<file path="config.mk">
export PLATFORM = sky130hd
export DESIGN_NAME = controle_estacionamento
export DESIGN_NICKNAME = d
export VERILOG_FILES = /design/src/rtl/controle_estacionamento.sv
export SDC_FILE = /design/constraint.sdc
export NUM_CORES = 1
export LEC_CHECK = 0
export CAP_MARGIN = 15
export CORE_AREA = 2 2 44 56
export CTS_CLUSTER_SIZE = 10
export DETAILED_ROUTE_END_ITERATION = 8
export DIE_AREA = 0 0 46 58
export PLACE_DENSITY = 0.83
export SYNTH_ARGS = -nofsm -noshare
export SYNTH_HDL_FRONTEND = slang
export SYNTH_SLANG_ARGS = --single-unit
export TNS_END_PERCENT = 50
</file>
<file path="constraint.sdc">
create_clock -name Clock -period 5.6 [get_ports Clock]
set_clock_uncertainty 0.15 [all_clocks]
set_input_delay 1.12 -clock Clock [delete_from_list [all_inputs] [get_ports Clock]]
set_output_delay 1.12 -clock Clock [all_outputs]
set_load 0.1 [all_outputs]
</file>
<file path="src/rtl/controle_estacionamento.sv">
// Parking-lot gate controller: synchronizes and debounces the entry/exit sensors,
// tracks the vehicle count and drives the lot status lamps from a small FSM.
//
// state    | meaning
// OCIOSO   | lot has room, entry gate clear
// PASSAGEM | vehicle standing on the entry sensor
// LOTADO   | count at capacity
// ERRO     | sequence violation, held until both sensors are low
module controle_estacionamento #(
    parameter int CAPACIDADE = 9,
    parameter int FILTRO     = 3
) (
    input  logic       Clock,
    input  logic       Reset,
    input  logic       SensorEntrada,
    input  logic       SensorSaida,
    output logic       Livre,
    output logic       Pare,
    output logic       Erro,
    output logic       Full,
    output logic [3:0] Contagem
);

    localparam int            CW  = $clog2(FILTRO + 1);
    localparam logic [CW-1:0] LIM = CW'(FILTRO - 1);
    localparam logic [3:0]    CAP = 4'(CAPACIDADE);

    typedef enum logic [1:0] {OCIOSO, PASSAGEM, LOTADO, ERRO} estado_t;

    estado_t       estado, estado_nx;
    logic [3:0]    contagem_nx;
    logic          falha;

    // bit 0 = entry sensor, bit 1 = exit sensor
    logic [1:0]    sinc1, sinc2, deb, deb_d;
    logic [CW-1:0] cnt [2];
    logic [1:0]    evento;

    always_ff @(posedge Clock) begin
        if (Reset) begin
            sinc1  <= '0;
            sinc2  <= '0;
            deb    <= '0;
            deb_d  <= '0;
            cnt[0] <= '0;
            cnt[1] <= '0;
        end else begin
            sinc1 <= {SensorSaida, SensorEntrada};
            sinc2 <= sinc1;
            deb_d <= deb;
            for (int i = 0; i < 2; i++) begin
                if (sinc2[i] == deb[i]) begin
                    cnt[i] <= '0;
                end else if (cnt[i] == LIM) begin
                    deb[i] <= sinc2[i];
                    cnt[i] <= '0;
                end else begin
                    cnt[i] <= cnt[i] + 1'b1;
                end
            end
        end
    end

    assign evento = deb & ~deb_d;

    always_comb begin
        estado_nx   = estado;
        contagem_nx = Contagem;
        falha       = 1'b0;
        if (estado == ERRO) begin
            // counting is frozen; the lot leaves ERRO only once both gates are clear
            if (deb == 2'b00) begin
                estado_nx = (Contagem == CAP) ? LOTADO : OCIOSO;
            end
        end else begin
            case (evento)
                2'b01: begin
                    if (Contagem < CAP) contagem_nx = Contagem + 4'd1;
                    else                falha       = 1'b1;
                end
                2'b10: begin
                    if (Contagem != 4'd0) contagem_nx = Contagem - 4'd1;
                    else                  falha       = 1'b1;
                end
                default: ;
            endcase
            if (falha)                    estado_nx = ERRO;
            else if (contagem_nx == CAP)  estado_nx = LOTADO;
            else if (deb[0])              estado_nx = PASSAGEM;
            else                          estado_nx = OCIOSO;
        end
    end

    // outputs are decoded from the next state so they change on the same edge as the state
    always_ff @(posedge Clock) begin
        if (Reset) begin
            estado   <= OCIOSO;
            Contagem <= 4'd0;
            Livre    <= 1'b1;
            Pare     <= 1'b0;
            Erro     <= 1'b0;
            Full     <= 1'b0;
        end else begin
            estado   <= estado_nx;
            Contagem <= contagem_nx;
            Livre    <= (estado_nx == OCIOSO);
            Pare     <= (estado_nx != OCIOSO);
            Erro     <= (estado_nx == ERRO);
            Full     <= (estado_nx == LOTADO);
        end
    end

endmodule

</file>
# == Yosys cells after proc, flatten, opt, wreduce, memory -nomap -nowiden ==
# Memories as Yosys holds them, arrays and structs flattened.
# Index checks and enable logic that the tools add are counted.
# word_totals
inputBits,4
memories,1
mem_bits_rw,4
elab_cells,88
register_bits,18
out_inout_bits,8
# memory_table
name,words,width,read_ports,rd_ports_with_merged_regs,wr,line,text
cnt,2,2,2,0,2,36,logic [CW-1:0] cnt [2];
# op_classes
n_reduce_logical,6
n_lt_le_gt_ge,1
eq_ne,11
n_addsub,4
muxes,44
bitwise_logic,10
# op_table
op,count
2-to-1 mux 1 bit,28
2-to-1 mux 2 bit,11
== test 2 bit (second input constant),6
2-to-1 mux 4 bit,3
== test 4 bit (second input constant),2
one-hot mux 4 bit (2 select lines),1
bitwise OR 1 bit,6
adder 2 x 1 -> 2 bit (second input constant),2
adder 4 x 1 -> 4 bit (second input constant),1
logical NOT 2 bit,2
less-than comparator 4 bit (second input constant),1
AND reduction 2 bit,2
nonzero test 4 bit,1
subtractor 4 x 1 -> 4 bit (second input constant),1
bitwise AND 2 bit,1
== test 1 bit,2
== test 2 x 1 -> 1 bit (second input constant),1
inverter 1 bit,2
inverter 2 bit,1
one-hot mux 1 bit (2 select lines),1
nonzero test 2 bit,1

# == Depth between registers and ports, before layout ==
# Gate-level depths: netlist of the first run.
# depth
word_depth,10
mapped_depth,10
mapped_depth_nobuf,9

# == Worst setup path before layout of the first run ==
# No wires, ideal clock.
# synth_path
kind,register -> register
start,register Contagem[0]
end,register estado[0]
stages_incl_launch_ff,10
period_less_slack_ps,2837
t_arrival_ps,2560
required_time_ps,5323
setup_ps,127
path_buffers,1
path_slack_ps,2763
path_cell_list,dfxtp_1 > buf_12 > inv_1 > ha_1 > nor4bb_1 > a31oi_1 > a21o_1 > o21ai_2 > nor4_4 > o21bai_1
# synth_between
elab_chain_len,8
elab_cells_between_ends,16
cone_classes,add/sub: 2; order compare: 1; eq/ne: 1; mux: 11; reduce/logical: 1
# synth_lines
element,line,text
"start, declared",21,output logic [3:0] Contagem
"start signal, assigned",105,Contagem <= contagem_nx;
"subtractor 4 x 1 -> 4 bit, or another cell as far along",82,if (Contagem != 4'd0) contagem_nx = Contagem - 4'd1;
"2-to-1 mux 4 bit, on equally long branches","82, 78",
one-hot mux 4 bit (2 select lines),76,case (evento)
2-to-1 mux 4 bit,70,if (estado == ERRO) begin
== test 4 bit,88,else if (contagem_nx == CAP) estado_nx = LOTADO;
2-to-1 mux 2 bit,88,
2-to-1 mux 2 bit *,87,if (falha) estado_nx = ERRO;
2-to-1 mux 2 bit *,70,
"end signal, assigned",104,estado <= estado_nx;
"end, declared",30,"estado_t estado, estado_nx;"
# Every way passes the cells marked *; elsewhere a longest branch is shown, timed or not. The select of a mux whose other input is x is not followed.
# A chain may end at the register's enable or synchronous reset.

# == Final worst setup path of the first run ==
# layout_path
start,register Contagem[0]
end,output Contagem[0]
# No word-level cell between the ends.

==> results of run 1 <==
## synthesized netlist by cell type (2+ instances only)
cell / instances
o21ai_2: 2
buf_12: 2
nand3_1: 2
nand2b_1: 3
mux2i_1: 4
dfxtp_1: 18
xnor2_1: 2
nor2_1: 13
edfxtp_1: 4
nor3_1: 4
nand2_1: 5
or3_1: 2
a21oi_1: 5
inv_1: 11
nor2b_1: 5
ha_1: 7
o21ai_0: 2
a31oi_1: 2
## registers in the layout, indices dropped and copies added (netlist names), 2 cells and up
register / flops
Contagem: 4
cnt: 4
deb: 2
deb_d: 2
estado: 2
sinc1: 2
sinc2: 2
## kinds of logic (layout without fill, tap and decap cells)
logic type	Yosys count	in the layout	share of synthesized area, %
adders and majority gates	7	7	7.20
buffers and inverters	18	26	9.67
DFF	22	22	39.5
other	1	4	0.308
xor gates and xnor gates	2	2	1.44
AOI/OAI and AO/OA	27	27	17.5
muxes	5	5	4.22
and+or+nand+nor	42	42	20.2
## metrics by stage
stage                     power, mW  hold slack [ns]  setup slack, ns
after CTS                     0.250            0.314             2.21
final                         0.247            0.309             2.20
after floorplan               0.181            0.264             2.76
after detailed placement      0.184            0.294             2.54
after global placement        0.184            0.275             2.55
after global routing          0.256            0.327             2.13
## how the worst min path moves through the flow
stage / cells after the start / startpoint / to
after global routing: 1 / sinc1[0] / sinc2[0]
after CTS: 1 / sinc1[0] / sinc2[0]
after detailed placement: 1 / sinc1[1] / sinc2[1]
final: 1 / sinc1[0] / sinc2[0]
after floorplan: 1 / sinc1[0] / sinc2[0]
after global placement: 1 / sinc1[1] / sinc2[1]
## metal layers
layer / up-vias / GRT usage (%) / routed length, um
li1: 452 / - / -
met1: 413 / 19.7 / 809
met2: 21 / 30.0 / 1070
met3: 4 / 3.12 / 75
met4: 0 / 11.0 / 45
met5: - / 0 / 0
## cell type report
| class | count | area, um^2 |
|---|---|---|
| clock buffers | 3 | 22.5 |
| repair buffers | 11 | 110 |
| inverters | 12 | 45.0 |
| well taps | 21 | 26.3 |
| flip-flops and latches | 22 | 480 |
| multi-input cells | 87 | 629 |
| fillers | 182 | 826 |
## layout by cell type (no fill, tap or decap), drive strengths merged, types with 2 or more instances in the layout
| cell | instances |
|---|---|
| inv | 12 |
| nor2b | 5 |
| clkdlybuf4s50 | 11 |
| edfxtp | 4 |
| xnor2 | 2 |
| nor2 | 13 |
| nand3 | 2 |
| conb | 4 |
| nor3 | 5 |
| clkbuf | 3 |
| nand2 | 5 |
| nand2b | 4 |
| dfxtp | 18 |
| a211oi | 2 |
| a31oi | 2 |
| mux2i | 4 |
| or3 | 2 |
| o21ai | 5 |
| a21oi | 5 |
| ha | 7 |
## power by group through the flow
stage	Sequential (mW)	Combinational (mW)	Clock, mW
finish	0.166	0.0147	0.0662
global route	0.166	0.0162	0.0729
CTS	0.166	0.0147	0.0688
detailed placement	0.170	0.0147	0
global placement	0.169	0.0141	0
floorplan	0.170	0.0112	0
==> flow_metrics.tcl, run 1 <==
set metrics [dict create \
    status "completed" \
    async_flop_share_pct 0 \
    synth.largest_area_cell "dfxtp_1" \
    combPwrFrac_pct 5.9 \
    hold_buffers 0 \
    pwr-share-seq_pct 67.2 \
    cp-endpoint "Contagem[0]" \
    vias 890 \
    fin_nets 148 \
    synth_top_cell_area_share_pct 29.6 \
    dpl.cell_count 153 \
    dr.pass1.iters 4 \
    crit_slowest_cell "clkdlybuf4s50_1" \
    antenna_found_initial 0 \
    cpPeakStageDelay_ns 1.22 \
    layout.cells.non_filler 156 \
    critical_path.max_fanout 13 \
    drv_cap 0 \
    rrSetupSlack_ns 3.12 \
    period_needed_ns 3.40 \
    drt_iter0_markers 13 \
    p_int_mw 0.196 \
    ctsResizeCount 0 \
    required_ns 4.33 \
    swShare_pct 20.8 \
    routedWlPerCell_um 12.8 \
    path_class "reg -> out" \
    grt_remaining_overflow 0 \
    synth.cell_area_um2 1220 \
    grt.total_usage_pct 17.7 \
    io_buffers 11 \
    power_per_cell_area_nw_per_um2 188 \
    place_congestion 0.899 \
    clk_latency_ns 0.29 \
    die-height_um 58 \
    worst_r2r_endpoint "estado[0]" \
    path_cells "clkdlybuf4s50_1" \
    grt_pass1_wl_um 3460 \
    final_cell_area_um2 1310 \
    coreArea_um2 2140 \
    post_cts_buffers 0 \
    cp.depth 1 \
    synth_warnings 0 \
    timing.final.crit_share_pct 60.7 \
    ys_seq_area_share_pct 39.5 \
    grt_max_degree 19 \
    pin_count 12 \
    synth-edff-count 4 \
    num_antenna_cells 0 \
    fmax_mhz 294 \
    crit_arrival_ns 2.13 \
    drive_gt1_share_pct 11.9 \
    slew_viol_final 0 \
    grt_pass1_vias 840 \
    tightestPinTransition_ns 0.965 \
    post_dp_cell_area_um2 1290 \
    setup_violations 0 \
    hold_viol_final 0 \
    rows 19 \
    routed_wl_um 2000 \
    h-tree-depth 1 \
    cp_top_family "buffers and inverters" \
    ir_drop_mv 0.169 \
    cts.sinks 22 \
    cts_buffers 3 \
    critPathBufInv 1 \
    clkTransAtPathRegs_ns 0.11 \
    viasPerCell 5.71 \
    root_buffer "clkbuf_4" \
    start_kind "register" \
    p_clk_share_pct 26.8 \
    syn_avg_cell_area_um2 9.81 \
    synth-seq-cells 22 \
    cts_tree "built" \
    finalSetupTns_ns 0 \
    min_path_type "reg -> reg" \
    reg2regPathDepth 7 \
    cts.path.max_buffers 2 \
    syn_inst 124 \
    die_w_um 46 \
    relSlewSlack_pct 35.4 \
    start_util_pct 56.8 \
    endpoint_kind "output pin" \
    drt.antenna.violating_nets 0 \
    startpoint "Contagem[0]" \
    place_hpwl_um 1550 \
    drc_errors 0 \
    synth_cell_types 49 \
    p_sw_mw 0.0513 \
    rsz0062_at_grt "no" \
    area_growth_pct 8.02 \
    synthFlopType "dfxtp_1" \
    p_leak_nw 0.498 \
    synth.area.top_cells "dfxtp_1 (30%), edfxtp_1 (9.9%), ha_1 (7.2%)" \
    dieArea_um2 2670 \
    r2r-start "deb[0]" \
    final_util_pct 61.4 \
]
(Power assumes the default switching activity.)
==> inputs of run 2 (changes only) <==
- CORE_AREA: 2 2 44 56 -> 2 2 48 61
- DIE_AREA: 0 0 46 58 -> 0 0 50 63
- PLACE_DENSITY: 0.83 -> 0.75
- clock period: 5.6 -> 3.05 ns (I/O delays scaled with it)
==> flow_metrics.tcl, run 2 (synthesis results as in run 1) <==
set metrics [dict create \
    status "completed" \
    start_kind "register" \
    pwr-share-seq_pct 62.6 \
    drive_gt1_share_pct 18.4 \
    num_antenna_cells 0 \
    finalSetupTns_ns 0 \
    timing.final.crit_share_pct 81.5 \
    combPwrFrac_pct 5.6 \
    p_int_mw 0.386 \
    clkTransAtPathRegs_ns 0.12 \
    largestRegisters "Contagem x4, cnt x4" \
    pin_count 12 \
    rsz0062_at_grt "no" \
    place_congestion 0.779 \
    min_path_type "reg -> reg" \
    place_hpwl_um 1570 \
    post_cts_buffers 0 \
    cp_top_family "compound AO/OA/AOI/OAI gates" \
    power.total_mw 0.487 \
    die_w_um 50 \
    grt.total_usage_pct 14.1 \
    hold_buffers 0 \
    grt_max_degree 19 \
    relSlewSlack_pct 58.7 \
    crit_arrival_ns 2.56 \
    final_util_pct 50.9 \
    drv_cap 0 \
    worst_r2r_endpoint "Full" \
    antenna_found_initial 0 \
    vias 890 \
    p_leak_nw 0.519 \
    root_buffer "clkbuf_4" \
    cts_tree "built" \
    period_needed_ns 2.48 \
    r2r-start "deb[0]" \
    fin_ws_ns 0.566 \
    start_util_pct 46.8 \
    clk_latency_ns 0.30 \
    ctsResizeCount 0 \
    final_common_cell "dfxtp_1" \
    power_per_cell_area_nw_per_um2 368 \
    worst_hold_slack_ns 0.307 \
    hold_end "sinc2[0]" \
    grt_remaining_overflow 0 \
    p_clk_share_pct 31.9 \
    grt_pass1_wl_um 3440 \
    required_ns 3.12 \
    critPathBufInv 0 \
    cts_buffers 3 \
    swShare_pct 20.8 \
    grt_pass1_vias 803 \
    cts.path.max_buffers 2 \
    final_cell_mix "dfxtp_1 (18), nor2_1 (13), inv_1 (11)" \
    path_class "reg -> reg" \
    fin_nets 148 \
    dr.pass1.iters 4 \
    fillers 238 \
    tightestPinTransition_ns 0.618 \
    rrSetupSlack_ns 0.57 \
    rows 21 \
    io_buffers 11 \
    cts.sinks 22 \
    crit_slowest_cell "dfxtp_1" \
    hold_start "sinc1[0]" \
    ir_drop_mv 0.420 \
    reg2regPathDepth 7 \
    drc_errors 0 \
    worstHoldPathCells 1 \
    setup_violations 0 \
    slew_viol_final 0 \
    endpoint_kind "register" \
    h-tree-depth 1 \
    path_cells "nand2b_1, ha_1, o32a_1, o32ai_2, a211oi_2, nor4_4, o2bb2ai_1" \
    routedWlPerCell_um 12.0 \
    hold_viol_final 0 \
    viasPerCell 5.24 \
    p_sw_mw 0.101 \
    drt_iter0_markers 16 \
    fmax_mhz 403 \
    die-height_um 63 \
    drt.antenna.violating_nets 0 \
    coreArea_um2 2600 \
    dieArea_um2 3150 \
    critical_path.max_fanout 9 \
    area_growth_pct 8.85 \
    cpPeakStageDelay_ns 0.49 \
    place_ws_ns 0.582 \
    routed_wl_um 2050 \
]
-- run 2: power by group through the flow --
stage	clock, mW	combinational [mW]	sequential [mW]
after detailed placement	0	0.0273	0.311
after CTS	0.161	0.0274	0.305
final	0.155	0.0272	0.305
after floorplan	0	0.0205	0.313
after global routing	0.177	0.0298	0.306
after global placement	0	0.0262	0.311
-- run 2: layout make-up --
cell class	count	area, um^2	area share [%]
multi-input combinational	87	629	47.5
sequential	22	480	36.3
timing repair buffer	11	90.1	6.81
inverter	12	45.0	3.40
tap	34	42.5	3.21
clock buffer	4	36.3	2.74
-- run 2: worst max path at each step --
| stage | startpoint | end | slack [ns] | depth (start not counted) |
|---|---|---|---|---|
| after detailed placement | deb[0] | estado[0] | 0.58 | 7 |
| after global placement | deb[0] | estado[0] | 0.62 | 7 |
| after CTS | deb[0] | Full | 0.55 | 7 |
| final | deb[0] | Full | 0.57 | 7 |
| after floorplan | Contagem[0] | estado[0] | 0.21 | 9 |
| after global routing | deb[0] | Full | 0.38 | 9 |
-- run 2: worst register-to-register path, cell delays in order (launching register included) --
cell and delay, ns:
dfxtp_1 0.49, nand2b_1 0.13, ha_1 0.48, o32a_1 0.38
o32ai_2 0.15, a211oi_2 0.10, nor4_4 0.40, o2bb2ai_1 0.16
-- run 2: per-stage QoR --
stage          cell area, um^2  std cells
2_1_floorplan             1230        127
3_3_place_gp              1290        166
3_5_place_dp              1290        166
4_1_cts                   1320        170
5_1_grt                   1320        170
6_report                  1320        170
-- run 2: per-layer routing --
layer	wire length (um)	GRT usage [%]	vias to the layer above
met3	81	2.87	4
met5	0	0	-
met4	33	6.25	0
li1	-	-	454
met1	833	15.7	409
met2	1100	24.8	23
==> inputs of run 3 (changes only) <==
- clock period: 3.05 -> 2.19 ns (I/O delays scaled with it)
==> flow_metrics.tcl, run 3 (synthesis results as in run 1) <==
set metrics [dict create \
    h-tree-depth 1 \
    pin_count 12 \
    antenna_found_initial 0 \
    grt_pass1_wl_um 3920 \
    cts_tree "built" \
    drc_errors 0 \
    clkTransAtPathRegs_ns 0.11 \
    status "completed" \
    routedWlPerCell_um 13.7 \
    power_per_cell_area_nw_per_um2 455 \
    wl_met3_um 81 \
    ir_drop_mv 0.382 \
    drt_iter0_markers 16 \
    grt_remaining_overflow 0 \
    final_util_pct 58.2 \
    path_cells "nand2b_4, inv_2, ha_4, and2b_2, o41a_1, nor4_4, o31ai_1" \
    dieArea_um2 3150 \
    drv_cap 0 \
    largestRegisters "Contagem x4, cnt x4" \
    slew_viol_final 0 \
    clk_latency_ns 0.31 \
    path_class "reg -> reg" \
    io_buffers 11 \
    final_cell_mix "buf_4 (17), nor2_1 (13), dfxtp_1 (12)" \
    dr.pass1.iters 4 \
    place_hpwl_um 1740 \
    crit_slowest_cell "o41a_1" \
    p_leak_nw 0.599 \
    start_util_pct 46.8 \
    cts.path.max_buffers 2 \
    final_common_cell "buf_4" \
    viasPerCell 5.46 \
    num_antenna_cells 0 \
    grt.total_usage_pct 16.3 \
    endpoint_kind "register" \
    root_buffer "clkbuf_4" \
    min_path_type "reg -> reg" \
    rsz0062_at_grt "yes" \
    die-height_um 63 \
    fin_nets 160 \
    cts_buffers 3 \
    critical_path.max_fanout 6 \
    timing.final.crit_share_pct 97.2 \
    start_kind "register" \
    drive_gt1_share_pct 35.1 \
    vias 994 \
    period_needed_ns 2.13 \
    routed_wl_um 2500 \
    setup_violations 0 \
    rows 21 \
    met2_length_um 1360 \
    place_congestion 0.922 \
    hold_viol_final 0 \
    fmax_mhz 470 \
    coreArea_um2 2600 \
    wl_met1_um 986 \
    drt.antenna.violating_nets 0 \
    area_growth_pct 24.5 \
    crit_arrival_ns 2.18 \
    cts.sinks 22 \
    cpPeakStageDelay_ns 0.47 \
    grt_max_degree 14 \
    die_w_um 50 \
    required_ns 2.24 \
    grt_pass1_vias 914 \
    power.total_mw 0.689 \
    highest_layer "met4" \
]
run 3: worst max-delay path, delay by kind of cell (launching register included):
family,cells,cell delay [ns]
compound gates,2,0.60
fa+ha+maj,1,0.17
buf+inv,1,0.04
flops,1,0.34
simple gates,3,0.73
run 3: worst paths after layout:
path	startpoint	to	slack [ns]	cells past startpoint
worst min register to register	sinc1[1]	sinc2[1]	0.31	1
worst max register to register	deb_d[1]	Livre	0.06	7
worst min-delay path	sinc1[1]	sinc2[1]	0.31	1
worst max-delay path	deb_d[1]	Livre	0.06	7
run 3: final cells by class:
cell class / instances / area, um^2
Tap cell: 34 / 42.5
Multi-Input combinational cell: 87 / 683
Inverter: 12 / 50.0
Timing Repair Buffer: 23 / 209
Fill cell: 221 / 1090
Clock buffer: 4 / 36.3
Sequential cell: 22 / 493
run 3: metrics by stage:
stage	TNS [ns]	hold slack (ns)	area [um^2]	instances	worst slack [ns]
finish	0	0.308	1510	182	0.0615
global route	-0.0655	0.328	1510	182	-0.0416
CTS	0	0.313	1430	176	0.0222
detailed placement	0	0.284	1390	172	0.0412
global placement	0	0.275	1390	172	0.140
floorplan	-0.00948	0.264	1260	127	-0.00948
run 3: report_power, final:
part           switching, mW  total [mW]  leakage (nW)  internal (mW)
sequential           0.00367       0.421         0.191          0.418
clock                  0.120       0.222        0.0210          0.102
combinational         0.0243      0.0462         0.387         0.0219
run 3: metal layers:
layer  vias up  track usage [%]
li1        479                -
met1       485             18.2
met2        23             28.1
met3         7             2.87
met4         0             9.38
met5         -                0
run 3: timing repair:
action / 4_1_cts / 5_1_grt
endpoints found under the setup margin: 0 / 5
hold buffers: 0 / 0
buffers inserted: 0 / 6
gates resized for setup: 0 / 11
